==> config.mk <==
export PLATFORM = sky130hd
export DESIGN_NAME = spi_master_ctrl
export DESIGN_NICKNAME = d
export VERILOG_FILES = /design/src/rtl/spi_master_ctrl.sv
export SDC_FILE = /design/constraint.sdc
export NUM_CORES = 1
export LEC_CHECK = 0
export ABC_CLOCK_PERIOD_IN_PS = 4750
export BUFFER_PORTS_ARGS = -buffer_cell sky130_fd_sc_hd__buf_4
export CAP_MARGIN = 10
export CELL_PAD_IN_SITES_DETAIL_PLACEMENT = 0
export CELL_PAD_IN_SITES_GLOBAL_PLACEMENT = 2
export CORE_MARGIN = 1
export CORE_UTILIZATION = 40
export CTS_CLUSTER_DIAMETER = 60
export DETAILED_ROUTE_END_ITERATION = 16
export GPL_TIMING_DRIVEN = 1
export PLACE_DENSITY_LB_ADDON = 0.1
export REMOVE_ABC_BUFFERS = 1
export SYNTH_ARGS = -nofsm -noshare
export SYNTH_HDL_FRONTEND = slang
export SYNTH_SLANG_ARGS = --single-unit
==> constraint.sdc <==
create_clock -name clk -period 4.75 [get_ports clk]
set_clock_uncertainty 0.15 [all_clocks]
set_input_delay 0.475 -clock clk [delete_from_list [all_inputs] [get_ports clk]]
set_output_delay 0.475 -clock clk [all_outputs]
set_load 0.005 [all_outputs]
==> src/rtl/spi_master_ctrl.sv <==
// SPI master: serialises 10-bit RAM commands into SS_n/MOSI frames and captures read-data bytes.
// Optional macro SPI_MASTER_SEQ_CHECK_EN adds seq_err and drops rd-data commands without a preceding rd-addr.
module spi_master_ctrl #(
    parameter int unsigned TURNAROUND = 2,
    parameter int unsigned GAP        = 1
) (
    input  logic       clk,
    input  logic       rst_n,
    input  logic       cmd_valid,
    input  logic [9:0] cmd_data,
    output logic       cmd_ready,
    output logic       rsp_valid,
    output logic [7:0] rsp_data,
    output logic       MOSI,
    input  logic       MISO,
    output logic       SS_n
`ifdef SPI_MASTER_SEQ_CHECK_EN
    ,
    output logic       seq_err
`endif
);

    typedef enum logic [2:0] {IDLE, START, SHIFT, TURN, READ, STOP} state_t;

    localparam logic [3:0] TURN_LAST = 4'(TURNAROUND - 1);
    localparam logic [3:0] GAP_LAST  = 4'(GAP - 1);

    state_t     state_r, state_s;
    logic [3:0] cnt_r, cnt_s;
    logic [9:0] sh_r, sh_s;
    logic [1:0] op_r, op_s;
    logic [7:0] rx_r, rx_s;
    logic       ss_n_r, ss_n_s;
    logic       mosi_r, mosi_s;
    logic       rsp_valid_r, rsp_valid_s;
    logic [7:0] rsp_data_r, rsp_data_s;
`ifdef SPI_MASTER_SEQ_CHECK_EN
    logic       pend_r, pend_s;
    logic       seq_err_r, seq_err_s;
`endif

    // Next-state, counters and next values of the registered pins.
    always_comb begin
        state_s     = state_r;
        cnt_s       = cnt_r;
        sh_s        = sh_r;
        op_s        = op_r;
        rx_s        = rx_r;
        ss_n_s      = 1'b1;
        mosi_s      = 1'b0;
        rsp_valid_s = 1'b0;
        rsp_data_s  = rsp_data_r;
`ifdef SPI_MASTER_SEQ_CHECK_EN
        pend_s      = pend_r;
        seq_err_s   = 1'b0;
`endif
        case (state_r)
            IDLE: begin
                if (cmd_valid) begin
`ifdef SPI_MASTER_SEQ_CHECK_EN
                    if ((cmd_data[9:8] == 2'b11) && !pend_r) begin
                        seq_err_s = 1'b1;
                    end else begin
                        state_s = START;
                        sh_s    = cmd_data;
                        op_s    = cmd_data[9:8];
                        cnt_s   = 4'd0;
                        ss_n_s  = 1'b0;
                        mosi_s  = cmd_data[9];
                    end
`else
                    state_s = START;
                    sh_s    = cmd_data;
                    op_s    = cmd_data[9:8];
                    cnt_s   = 4'd0;
                    ss_n_s  = 1'b0;
                    mosi_s  = cmd_data[9];
`endif
                end else begin
                    state_s = IDLE;
                end
            end
            START: begin
                // The read/write select bit is repeated as the first shifted bit.
                state_s = SHIFT;
                cnt_s   = 4'd0;
                ss_n_s  = 1'b0;
                mosi_s  = sh_r[9];
            end
            SHIFT: begin
                if (cnt_r == 4'd9) begin
                    cnt_s = 4'd0;
                    if (op_r == 2'b11) begin
                        state_s = TURN;
                        ss_n_s  = 1'b0;
                    end else begin
                        state_s = STOP;
`ifdef SPI_MASTER_SEQ_CHECK_EN
                        if (op_r == 2'b10) begin
                            pend_s = 1'b1;
                        end else begin
                            pend_s = pend_r;
                        end
`endif
                    end
                end else begin
                    cnt_s  = cnt_r + 4'd1;
                    sh_s   = {sh_r[8:0], 1'b0};
                    ss_n_s = 1'b0;
                    mosi_s = sh_r[8];
                end
            end
            TURN: begin
                if (cnt_r == TURN_LAST) begin
                    state_s = READ;
                    cnt_s   = 4'd0;
                end else begin
                    cnt_s = cnt_r + 4'd1;
                end
                ss_n_s = 1'b0;
            end
            READ: begin
                rx_s = {rx_r[6:0], MISO};
                if (cnt_r == 4'd7) begin
                    state_s     = STOP;
                    cnt_s       = 4'd0;
                    rsp_valid_s = 1'b1;
                    rsp_data_s  = {rx_r[6:0], MISO};
`ifdef SPI_MASTER_SEQ_CHECK_EN
                    pend_s      = 1'b0;
`endif
                end else begin
                    cnt_s  = cnt_r + 4'd1;
                    ss_n_s = 1'b0;
                end
            end
            STOP: begin
                if (cnt_r == GAP_LAST) begin
                    state_s = IDLE;
                    cnt_s   = 4'd0;
                end else begin
                    cnt_s = cnt_r + 4'd1;
                end
            end
            default: begin
                state_s = IDLE;
                cnt_s   = 4'd0;
            end
        endcase
    end

    // State, datapath and output registers; outputs line up with the state they belong to.
    always_ff @(posedge clk or negedge rst_n) begin
        if (!rst_n) begin
            state_r     <= IDLE;
            cnt_r       <= 4'd0;
            sh_r        <= 10'd0;
            op_r        <= 2'd0;
            rx_r        <= 8'd0;
            ss_n_r      <= 1'b1;
            mosi_r      <= 1'b0;
            rsp_valid_r <= 1'b0;
            rsp_data_r  <= 8'h00;
`ifdef SPI_MASTER_SEQ_CHECK_EN
            pend_r      <= 1'b0;
            seq_err_r   <= 1'b0;
`endif
        end else begin
            state_r     <= state_s;
            cnt_r       <= cnt_s;
            sh_r        <= sh_s;
            op_r        <= op_s;
            rx_r        <= rx_s;
            ss_n_r      <= ss_n_s;
            mosi_r      <= mosi_s;
            rsp_valid_r <= rsp_valid_s;
            rsp_data_r  <= rsp_data_s;
`ifdef SPI_MASTER_SEQ_CHECK_EN
            pend_r      <= pend_s;
            seq_err_r   <= seq_err_s;
`endif
        end
    end

    assign cmd_ready = (state_r == IDLE);
    assign SS_n      = ss_n_r;
    assign MOSI      = mosi_r;
    assign rsp_valid = rsp_valid_r;
    assign rsp_data  = rsp_data_r;
`ifdef SPI_MASTER_SEQ_CHECK_EN
    assign seq_err   = seq_err_r;
`endif

endmodule

======== After elaboration in Yosys (flattened, before gate mapping) ========
Index checks and enable logic that the tools add are counted.
operators by class
  reduce and logical (&&, ||, !) cells .... 8
  multiplexer cells ....................... 25
  eq/ne operators ......................... 15
  add/subtract/negate cells ............... 1
operators with widths
  operator             number
  $mux 10              2
  $mux 4               5
  $pmux 10 s2          1
  $pmux 4 s5           1
  $pmux 3 s6           1
  $mux 3               5
  $ne 2x2->1 const B   6
  $mux 1               8
  $eq 3x2->1 const B   2
  $eq 3x3->1 const B   2
  $add 4x1->4 const B  1
  $eq 4x1->1 const B   1
  $eq 4x3->1 const B   1
  $eq 4x4->1 const B   1
  $logic_not 4->1      1
  $pmux 1 s4           1
  $reduce_and 2->1     2
  $reduce_and 4->1     1
  $eq 3x1->1 const B   1
  $logic_not 3->1      1
  $pmux 1 s3           1
  $reduce_and 3->1     1
  $eq 2x2->1 const B   1
  $reduce_bool 2->1    1
  $reduce_or 2->1      1
word-level totals
  bits in registers ....................... 37

======== Longest topological paths before layout ========
  depth in word-level cells ............... 4
  gate-level depth with buffers ........... 7
  gate-level depth less buffers ........... 6

======== Least setup slack after synthesis ========
No wires, ideal clock.
  kind .................................... reg2reg
  start ................................... reg cnt_r[3]
  end ..................................... reg rsp_data_r[0], in the netlist rsp_data[0]
  arrival time ............................ 1459 ps
  data required time ...................... 4475 ps
  slack ................................... 3016 ps
  cell stages (with the launch flop) ...... 5
  period minus slack after synthesis ...... 1734 ps
  cells stage by stage .................... dfrtp_1 -> buf_2 -> nand3b_1 -> nor4_4 -> mux2_2
on the way
  longest elaborated chain between the ends .. 2
RTL lines
  item                        RTL line  text
  from (decl)                 29        logic [3:0] cnt_r, cnt_s;
  from (signal assigned)      170       cnt_r <= cnt_s;
  $eq 4x3->1                  124       if (cnt_r == 4'd7) begin
  $reduce_and 2->1 (no line)  n/a
  to (signal assigned)        177       rsp_data_r <= rsp_data_s;
  to (decl)                   36        logic [7:0] rsp_data_r, rsp_data_s;
Every way passes these cells.
A chain may end at the register's enable or synchronous reset.

======== Final worst setup path ========
  start ................................... reg state_r[1]
  end ..................................... reg sh_r[0]
on the way
  longest elaborated chain between the ends .. 3
  elaborated cells on any way between the ends .. 7
RTL lines
  item                                                              RTL line  text
  from (decl)                                                       28        state_t state_r, state_s;
  from (signal assigned)                                            169       state_r <= state_s;
  $eq 3x2->1 / $logic_not 3->1 (equally long branches)              57        case (state_r)
  $ne 2x2->1 (no line) / $reduce_bool 2->1 (equally long branches)  n/a
  $reduce_and 3->1 (no line)                                        n/a
  to (signal assigned)                                              171       sh_r <= sh_s;
  to (decl)                                                         30        logic [9:0] sh_r, sh_s;
Parallel ways exist; a longest one is shown, timed or not.

==> results.md <==
* Status: finished with violations
* Violated checks: hold timing
* CP required at 4.77 ns
* Rel. slew slack at 25.94%
* CP Data Arrival Time at 2.80 ns
* Die height at 68.22 um
* Placed cell count at 218
* Layout Cells excl Fill at 226
* CP startpoint: state_r[1]
* Slew Limit Fails at 0
* CTS sink count at 37
* Tot GR Track Use at 16.65%
* Avg Cell Area, Syn at 11.69 um2
* Vias/cell at 5.186
* Number of global-route vias before repair at 1,173
* Crit path kind: register to register
* Synth Register Bits at 37
* Pwr Density at 572.0 nW/um2
* Peak Freq at 0.3596 GHz
* CP Capture Type: register
* CTS root buf: clkbuf_8
* Core Rows at 23
* # Post-CTS Setup Buffers at 0
* CP peak stage delay at 0.87 ns
* I/O Pins at 26
* Die ar. at 4654 um2
* 1st-iter DRT viols at 69
* RSZ-0062 raised after global routing: false
* Synthesis Warnings at 0
* Asr flop ratio synth at 100.0%
* Most used DFF post-synth: dfrtp_1
* Via count at 1,172
* Gpl congestion at 0.8147
* Detailed-route wire length per cell at 14.40 um
* Post-synth cell types at 36
* Largest net degree at the start of global routing at 38
* Fillers at 366
* Top post-synthesis cells by area: dfrtp_1, mux2_2, mux2i_1, nand2_1, o21ai_0
* Number of flops mapped to enable cells by yosys at 0
* Count of final hold-check violations at 17
* Buffers on Ports at 25
* Detailed Place HPWL at 2.279 mm
* Final setup viols at 0
* Antenna violations before repair at 0
* Grt total ovfl at 0
* Minimum clock period at 2.781 ns
* Die X at 68.22 um
* Reg2Reg Launch Point: state_r[1]
* CTS clk-pin slew, worst paths at 0.08 ns
* Ant diodes at 0
* Antenna viol nets, final at 0
* Worst-margin pin slew at 1.111 ns
* DR pass1 iterations at 4
* Seq/Total Area, Yosys at 52.85%
* Share of the synthesized area in the top cell type at 51.36%
* Static Leak at 0.9996 nW
* Layout cell share with drive strength beyond 1 at 31.82%
* Longest Clk Path Bufs at 2
* Core Area at 4115 um2
* Max-cap violations at 0
* Peak fanout along the critical path at 18
* PostCTS Resize Cnt at 0
* Layout Nets at 192
* VDD IR max at 0.2505 mV
* TritonCTS Buffers at 5
* Worst-Skew Late Latency at 0.29 ns
* Hold_ws at -0.01736 ns
* Initial Utilization at 42.63%
* Worst slack at placement at 1.991 ns
* Synthesized cell area at 1754 um2
* Final Core Density at 50.56%
* Worst setup SP type: register
* Area grow syn2layout at 18.62%
* Cell taking the most area after synthesis: dfrtp_1
* CTS tree: done
* Hold-fix buffers at CTS at 0
* Final setup TNS at 0 ns
* # DRC at 0
* Mapped Cells at 150
* First-pass GRT wire length at 5.540 mm
* Critical path's slowest cell: nor3b_2
* Worst setup slack after layout at 1.969 ns
* CP Cell Sequence: nor3b_2 -> a21oi_1 -> a32o_1
* Post-route clock period utilization at 58.55%
* Worst min-delay path class: input port to async pin
* Drt total wl at 3.255 mm
* H-tree levels at 2
## metal layers
| metal | vias up | track usage [%] | wire length, um |
|---|---|---|---|
| met1 | 569 | 20.59 | 1572 |
| met4 | 0 | 6.250 | 25 |
| li1 | 578 | - | - |
| met5 | - | 0 | 0 |
| met2 | 23 | 26.84 | 1530 |
| met3 | 2 | 5.500 | 127 |
## synthesized netlist by cell type (2+ instances only)
cell / instances
nand2b_1: 3
nand3b_1: 3
mux2i_1: 10
inv_1: 5
a21oi_1: 5
dfrtp_1: 36
buf_2: 4
nor2_1: 4
nor3b_1: 3
o21ai_0: 12
nor2b_1: 2
nand2_1: 19
nor3_1: 2
o211ai_1: 2
ha_1: 3
mux2_2: 17
## cell type report
| type | count | area, um2 | share of cell area [%] |
|---|---|---|---|
| clock inverters | 3 | 46.29 | 2.225 |
| clock buffers | 5 | 68.82 | 3.307 |
| flip-flops and latches | 37 | 927.1 | 44.56 |
| multi-input cells | 100 | 765.7 | 36.80 |
| repair buffers | 25 | 187.7 | 9.020 |
| inverters | 6 | 22.52 | 1.082 |
| well taps | 50 | 62.56 | 3.007 |
## cells by family after synthesis
group | Yosys count | share of synthesized area [%]
and+or+nand+nor | 42 | 14.48
DFF | 37 | 52.85
AOI/OAI and AO/OA | 27 | 9.630
muxes | 27 | 16.62
buffers and inverters | 13 | 3.780
adders and majority gates | 3 | 2.140
xor gates and xnor gates | 1 | 0.4994
## critical path: cells and delay by family (launching register included)
kind	cells	cell delay, ns
flip-flops	1	0.72
AND/OR/NAND/NOR	1	0.87
AO/OA/AOI/OAI	2	0.92
## state kept, by name, indices dropped and copies added (netlist names)
name / cells
SS_n: 1
op_r: 2
rsp_data: 8
cnt_r: 4
MOSI: 1
state_r: 3
rx_r: 7
rsp_valid: 1
sh_r: 10
## layout by cell type (no fill, tap or decap), types with 2 or more instances in the layout
cell type   n
o211ai_1    2
nor2_1      4
o21ai_0    12
nand2b_1    3
nor3_1      2
clkbuf_8    5
buf_4      25
dfrtp_1    36
inv_1       5
ha_1        3
a21oi_1     5
mux2_2     17
mux2i_1    10
nand3b_1    3
nor2b_1     2
nor3b_1     2
nand2_1    19
## where the power goes
group | internal, mW | switching [mW] | leakage [nW]
sequential | 0.407 | 0.107 | 0.484
clock | 0.157 | 0.117 | 0.0543
combinational | 0.184 | 0.218 | 0.461
total | 0.748 | 0.442 | 1.00
## per-stage QoR
step                      power, mW  instance area (um2)
after floorplan              0.8022                 1710
after global placement       0.9132                 1966
after detailed placement     0.9244                 1966
after CTS                     1.205                 2081
after global routing          1.281                 2081
final                         1.190                 2081
## worst paths after layout
kind	depth (start not counted)	slack, ns	to
worst min-delay path	1	-0.02	sh_r[7]
max in group asynchronous	1	4.12	SS_n
worst max register to register	3	1.97	sh_r[0]
worst min register to register	2	0.33	sh_r[6]
worst max-delay path	3	1.97	sh_r[0]
min in group clk	2	0.28	op_r[0]
Power figures use the tool's default switching activity.
